[src/rtl/a_rom_matmul_seq.sv]
// Address/strobe sequencer for the 3x3 A-coefficient ROM in a C = A*B product.
// Streams one B column per handshake and aligns MAC strobes with the ROM's registered read.
module a_rom_matmul_seq #(
    parameter int                N_ROW     = 3,
    parameter int                N_COL     = 3,
    parameter int                NUM_VEC   = 3,
    parameter int                ADDR_W    = 4,
    parameter logic [ADDR_W-1:0] IDLE_ADDR = 4'hF
) (
    input  logic              clk,
    input  logic              rst,
    input  logic              start,
    input  logic              b_valid,
    output logic              b_ready,
    output logic [ADDR_W-1:0] rom_addr,
    output logic              mac_en,
    output logic              mac_clr,
    output logic [1:0]        row_idx,
    output logic [1:0]        col_idx,
    output logic [1:0]        vec_idx,
    output logic              out_valid,
    output logic              busy,
    output logic              done
);

    typedef enum logic [2:0] {
        IDLE,
        WAIT_B,
        RUN,
        DRAIN,
        EMIT
    } state_t;

    localparam logic [1:0]        ROW_LAST = 2'(N_ROW - 1);
    localparam logic [1:0]        COL_LAST = 2'(N_COL - 1);
    localparam logic [1:0]        VEC_LAST = 2'(NUM_VEC - 1);
    localparam logic [ADDR_W-1:0] ROW_STEP = ADDR_W'(N_ROW);

    state_t     state, state_next;
    logic [1:0] row, row_next;
    logic [1:0] col, col_next;
    logic [1:0] vec, vec_next;

    // Alignment stage: RUN-cycle issue/row/col delayed by the ROM read latency.
    logic       issue_q;
    logic [1:0] row_q;
    logic [1:0] col_q;

    logic [ADDR_W-1:0] run_addr;
    assign run_addr = ADDR_W'(col) * ROW_STEP + ADDR_W'(row);

    // NOTE: every signal written here gets a default first, so no path can infer a latch.
    always_comb begin
        state_next = state;
        row_next   = row;
        col_next   = col;
        vec_next   = vec;
        case (state)
            IDLE: begin
                if (start) begin
                    state_next = WAIT_B;
                    vec_next   = '0;
                end
            end
            WAIT_B: begin
                if (b_valid) begin
                    state_next = RUN;
                    row_next   = '0;
                    col_next   = '0;
                end
            end
            RUN: begin
                if (row == ROW_LAST) begin
                    row_next = '0;
                    col_next = col + 2'd1;
                    if (col == COL_LAST) begin
                        state_next = DRAIN;
                        col_next   = '0;
                    end
                end else begin
                    row_next = row + 2'd1;
                end
            end
            DRAIN: state_next = EMIT;
            EMIT: begin
                if (vec == VEC_LAST) begin
                    state_next = IDLE;
                    vec_next   = '0;
                end else begin
                    state_next = WAIT_B;
                    vec_next   = vec + 2'd1;
                end
            end
            default: state_next = IDLE;
        endcase
    end

    // NOTE: sequential state uses non-blocking assignments so every register samples pre-edge values.
    always_ff @(posedge clk or posedge rst) begin
        if (rst) begin
            state   <= IDLE;
            row     <= '0;
            col     <= '0;
            vec     <= '0;
            issue_q <= 1'b0;
            row_q   <= '0;
            col_q   <= '0;
        end else begin
            state   <= state_next;
            row     <= row_next;
            col     <= col_next;
            vec     <= vec_next;
            issue_q <= (state == RUN);
            row_q   <= (state == RUN) ? row : 2'd0;
            col_q   <= (state == RUN) ? col : 2'd0;
        end
    end

    // Outside RUN the idle address makes the ROM return 0, so unqualified data is harmless.
    assign rom_addr  = (state == RUN) ? run_addr : IDLE_ADDR;
    assign b_ready   = (state == WAIT_B);
    assign busy      = (state != IDLE);
    assign out_valid = (state == EMIT);
    assign done      = (state == EMIT) && (vec == VEC_LAST);
    assign mac_en    = issue_q;
    assign mac_clr   = issue_q && (col_q == 2'd0);
    assign row_idx   = row_q;
    assign col_idx   = col_q;
    assign vec_idx   = vec;

endmodule

[config.mk]
export PLATFORM = sky130hd
export DESIGN_NAME = a_rom_matmul_seq
export DESIGN_NICKNAME = d
export VERILOG_FILES = /design/src/rtl/a_rom_matmul_seq.sv
export SDC_FILE = /design/constraint.sdc
export NUM_CORES = 1
export LEC_CHECK = 0
export ABC_AREA = 1
export ABC_CLOCK_PERIOD_IN_PS = 2900
export BUFFER_PORTS_ARGS = -buffer_cell sky130_fd_sc_hd__buf_4
export CAP_MARGIN = 20
export CORE_MARGIN = 8
export CORE_UTILIZATION = 31
export CTS_BUF_LIST = sky130_fd_sc_hd__clkbuf_16
export DETAILED_ROUTE_END_ITERATION = 7
export GPL_TIMING_DRIVEN = 1
export HOLD_SLACK_MARGIN = 0.12
export SLEW_MARGIN = 40
export SYNTH_ARGS = -nofsm -noshare
export SYNTH_HDL_FRONTEND = slang
export SYNTH_SLANG_ARGS = --single-unit
[constraint.sdc]
create_clock -name clk -period 2.9 [get_ports clk]
set_input_delay 0.435 -clock clk [delete_from_list [all_inputs] [get_ports clk]]
set_output_delay 0.435 -clock clk [all_outputs]
set_load 0.005 [all_outputs]
# [Word level (Yosys, flattened, before mapping)]
# Cells that the tools add are included.
[op_classes] mul=1 muxes=18 add_sub_neg=4 n_reduce_logical=11 eq_ne=11
[ops] cell="2-bit two-way mux" count=8
[ops] cell="3-bit case mux with 5 select lines" count=1
[ops] cell="3-bit two-way mux" count=4
[ops] cell="2-bit case mux with 2 select lines" count=3
[ops] cell="2-bit != test, second input constant" count=4
[ops] cell="2-bit by 1-bit adder with 2-bit output, second input constant" count=3
[ops] cell="2-bit == test, second input constant" count=3
[ops] cell="3-bit by 2-bit == test with 1-bit output, second input constant" count=2
[ops] cell="4-bit by 2-bit adder with 4-bit output" count=1
[ops] cell="2-bit by 2-bit multiplier with 4-bit output, second input constant" count=1
[ops] cell="4-bit two-way mux" count=1
[ops] cell="2-bit AND reduction" count=2
[ops] cell="4-bit AND reduction" count=1
[ops] cell="2-bit nonzero test" count=2
[ops] cell="3-bit by 1-bit == test with 1-bit output, second input constant" count=1
[ops] cell="3-bit == test, second input constant" count=1
[ops] cell="3-bit logical NOT" count=1
[ops] cell="3-bit AND reduction" count=1
[ops] cell="3-bit nonzero test" count=1
[ops] cell="1-bit logical AND" count=2
[ops] cell="2-bit logical NOT" count=1
[ops] cell="1-bit two-way mux" count=1
[word_totals] input_bits=4 wordCells=52 ff_bits=14

# [Logic depth before layout (Yosys ltp)]
[depth] ltp_word=4 mapped_depth=8 depth_no_buf=8

# [Least setup slack after synthesis]
# Ideal clock, no wire load.
[synth_timing] kind="register -> output" startpoint="register col[1]" endpoint="output rom_addr[2]" arrival_ns=1.834 setup_slack_ns=0.631 path_stages_with_launch=7 n_path_buf=0 cell_sequence="dfrtp_1 > inv_1 > fa_1 > inv_1 > ha_1 > fa_1 > or2_1"
[synth_via] elab_chain_cells=3
[synth_lines] item="start: declaration" line="41" source="logic [1:0] col, col_next;"
[synth_lines] item="start signal: assignment" line="111" source="col <= col_next;"
[synth_lines] item="2-bit by 2-bit multiplier with 4-bit output" line="50" source="assign run_addr = ADDR_W'(col) * ROW_STEP + ADDR_W'(row);"
[synth_lines] item="4-bit by 2-bit adder with 4-bit output" line="50"
[synth_lines] item="4-bit two-way mux" line="120" source="assign rom_addr = (state == RUN) ? run_addr : IDLE_ADDR;"
[synth_lines] item="end: declaration" line="15" source="output logic [ADDR_W-1:0] rom_addr,"
# Every way passes these cells.

# [Worst setup path after layout]
[layout_timing] startpoint="register col[0]" endpoint="output rom_addr[2]"
# The elaborated chain is that of the path after synthesis.

==> metrics.cfg <==
[routing]
antenna_left = 0
drtIter0Drc = 14
drt_pass1_iterations = 4
num_vias = 601
routed_wl_mm = 1.61
viasPerCell = 4.36
wl_per_cell_um = 11.7
drc_errors = 0

[floorplan]
fp.dieH_um = 66.6
fp.coreArea_mm2 = 0.00245
start_util_pct = 32.4
io_pins = 20
row_count = 18
die_area_mm2 = 0.00444
fp.dieW_um = 66.6

[timing]
finalSetupViolations = 0
hold_violations = 0
holdWs_ns = 0.247
period_needed_ns = 2.78
slew_viol_final = 0
relSlewSlack_pct = 63.3
rsz0062_at_grt = false
fin_ws_ns = 0.123
tns_ns = 0
clock_skew_ns = 0.00198
min_period_over_period_pct = 95.8
fmax_mhz = 360
tightest_slew_ns = 0.549

[cells_and_area]
seq_area_um2 = 350
fill_cells = 238
layout-drive-gt1-share_pct = 32.4
multiInputGateArea_um2 = 370
diodes = 0
syn2layout_area_growth_pct = 31.2
final_nets = 120

[synth]
synth_edf_count = 0
synth_nets = 97
synthTopCellsByCount = dfrtp_1, inv_1, nand2_1, nand3_1
yosysWarnings = 0
yosysSeqAreaShare_pct = 44.1
synthesis.area_um2 = 795
async_flop_share_pct = 100
ys_types = 25
synth.avg_cell_area_um2 = 9.24
ys.flop_type = dfrtp_1
ys_ff_latch = 14
syn_inst = 86
post-synth-top-area-fraction_pct = 44.1
yosysMostFrequentCell = dfrtp_1
synth_area_leaders = dfrtp_1, ha_1, inv_1, nand2_1, fa_1
yosysTopAreaCell = dfrtp_1

[critical_path]
critical_path_depth = 7
r2r_slack_ns = 1.65
end_kind = output pin
slowest_delay_ns = 0.53
r2r_cells = 6
critPathMaxFanout = 4
path_cells = inv_1 > fa_1 > inv_1 > ha_1 > fa_1 > or2_1 > buf_4
reg2reg_from = state[2]
crit_type = reg2out
cp.arrival_ns = 2.34
worst_r2r_endpoint = col[1]
path_delay_family = adder cells
crit_required_ns = 2.47
cp_num_buf_inv = 3
slowest_stage = fa_1
worstSetupStartpointType = flop

[global_route]
grt_max_degree = 15
grt_pass1_vias = 655
grt_pass1_wl_mm = 2.82
antenna_found_initial = 0
grt-ovfl-total = 0
grt_usage_pct = 8.03

[cts]
cts_made_buffers = 3
clockRootBuffer = clkbuf_16
cts_max_path_buffers = 2
clock-sinks = 14
cts.repair.resized = 0
hold_buffers = 0
postCtsSetupRepairBufs = 0
clk_latency_ns = 0.24
clk_pin_slew_ns = 0.05
cts_tree = built
h-tree-depth = 1

[min_path]
hold_class = in2async

[place]
place_congestion = 0.690
io_buffer_count = 19
hpwl_mm = 1.28
place_ws_ns = 0.377

[power]
vdd_drop_max_mv = 0.655
pwr_density_cell_mw_per_mm2 = 1070
p_leak_nw = 0.547
total_power_mw = 1.11

[job]
cap_violations = 0

[status]
status = finished clean

==> metal layers <==
metal	routed length, µm	vias to the layer above	GRT usage, %
met5	0	-	0
met4	8	0	1.60
met3	121	2	3.19
met2	754	12	13.6
li1	-	309	-
met1	724	278	9.26
==> flip-flops by register name, indices dropped and copies added (netlist names) <==
| signal | flops |
|---|---|
| col | 2 |
| col_idx | 2 |
| mac_en | 1 |
| row | 2 |
| row_idx | 2 |
| state | 3 |
| vec_idx | 2 |
==> cells by family after synthesis <==
kind of cell / Yosys count / share of synthesized area (%)
flops: 14 / 44.1
simple gates: 40 / 27.2
fa+ha+maj: 7 / 12.9
compound gates: 8 / 6.46
buf+inv: 17 / 9.29
==> placed cells by master, fill, tap and decap left out <==
| cell type | count |
|---|---|
| inv_1 | 13 |
| inv_4 | 1 |
| ha_1 | 5 |
| buf_4 | 19 |
| a21oi_1 | 1 |
| o21ai_2 | 2 |
| clkinv_1 | 1 |
| clkbuf_16 | 3 |
| nand2_1 | 12 |
| inv_2 | 2 |
| nor3_1 | 1 |
| nand2_4 | 1 |
| dfrtp_1 | 14 |
| o21ai_0 | 1 |
| o22ai_1 | 1 |
| nand3_2 | 1 |
| nor2_2 | 2 |
| o21a_1 | 1 |
| nor4_1 | 1 |
| o21ai_1 | 2 |
| fa_1 | 2 |
| nand2_2 | 2 |
| nand3_1 | 8 |
| nor2_1 | 5 |
| nor2_4 | 2 |
| or2_1 | 4 |
| nor3b_1 | 1 |
==> through the flow <==
stage,utilization [%],area [µm²],std cells
2_1_floorplan,-,795,86
3_3_place_gp,39.2,963,134
3_5_place_dp,39.2,963,134
4_1_cts,42.5,1040,138
5_1_grt,42.5,1040,138
6_report,42.5,1040,138
==> where the power goes <==
part | internal, mW | switching (mW) | leakage [nW]
Clock | 0.182 | 0.0793 | 0.0385
Sequential | 0.262 | 0.0660 | 0.187
Combinational | 0.227 | 0.297 | 0.322
==> cell type report <==
type | count | share of cell area (%)
well taps | 30 | 3.60
clock inverters | 1 | 0.360
multi-input cells | 55 | 35.5
clock buffers | 3 | 7.20
inverters | 16 | 6.00
repair buffers | 19 | 13.7
flip-flops and latches | 14 | 33.6
==> worst max-delay path by stage <==
stage	start	endpoint	slack, ns
after CTS	col[0]	rom_addr[2]	0.11
after floorplan	col[1]	rom_addr[2]	0.63
final	col[0]	rom_addr[2]	0.12
after detailed placement	col[0]	rom_addr[2]	0.38
after global routing	col[0]	rom_addr[2]	0.04
after global placement	col[0]	rom_addr[2]	0.42
Power figures use the tool's default switching activity.
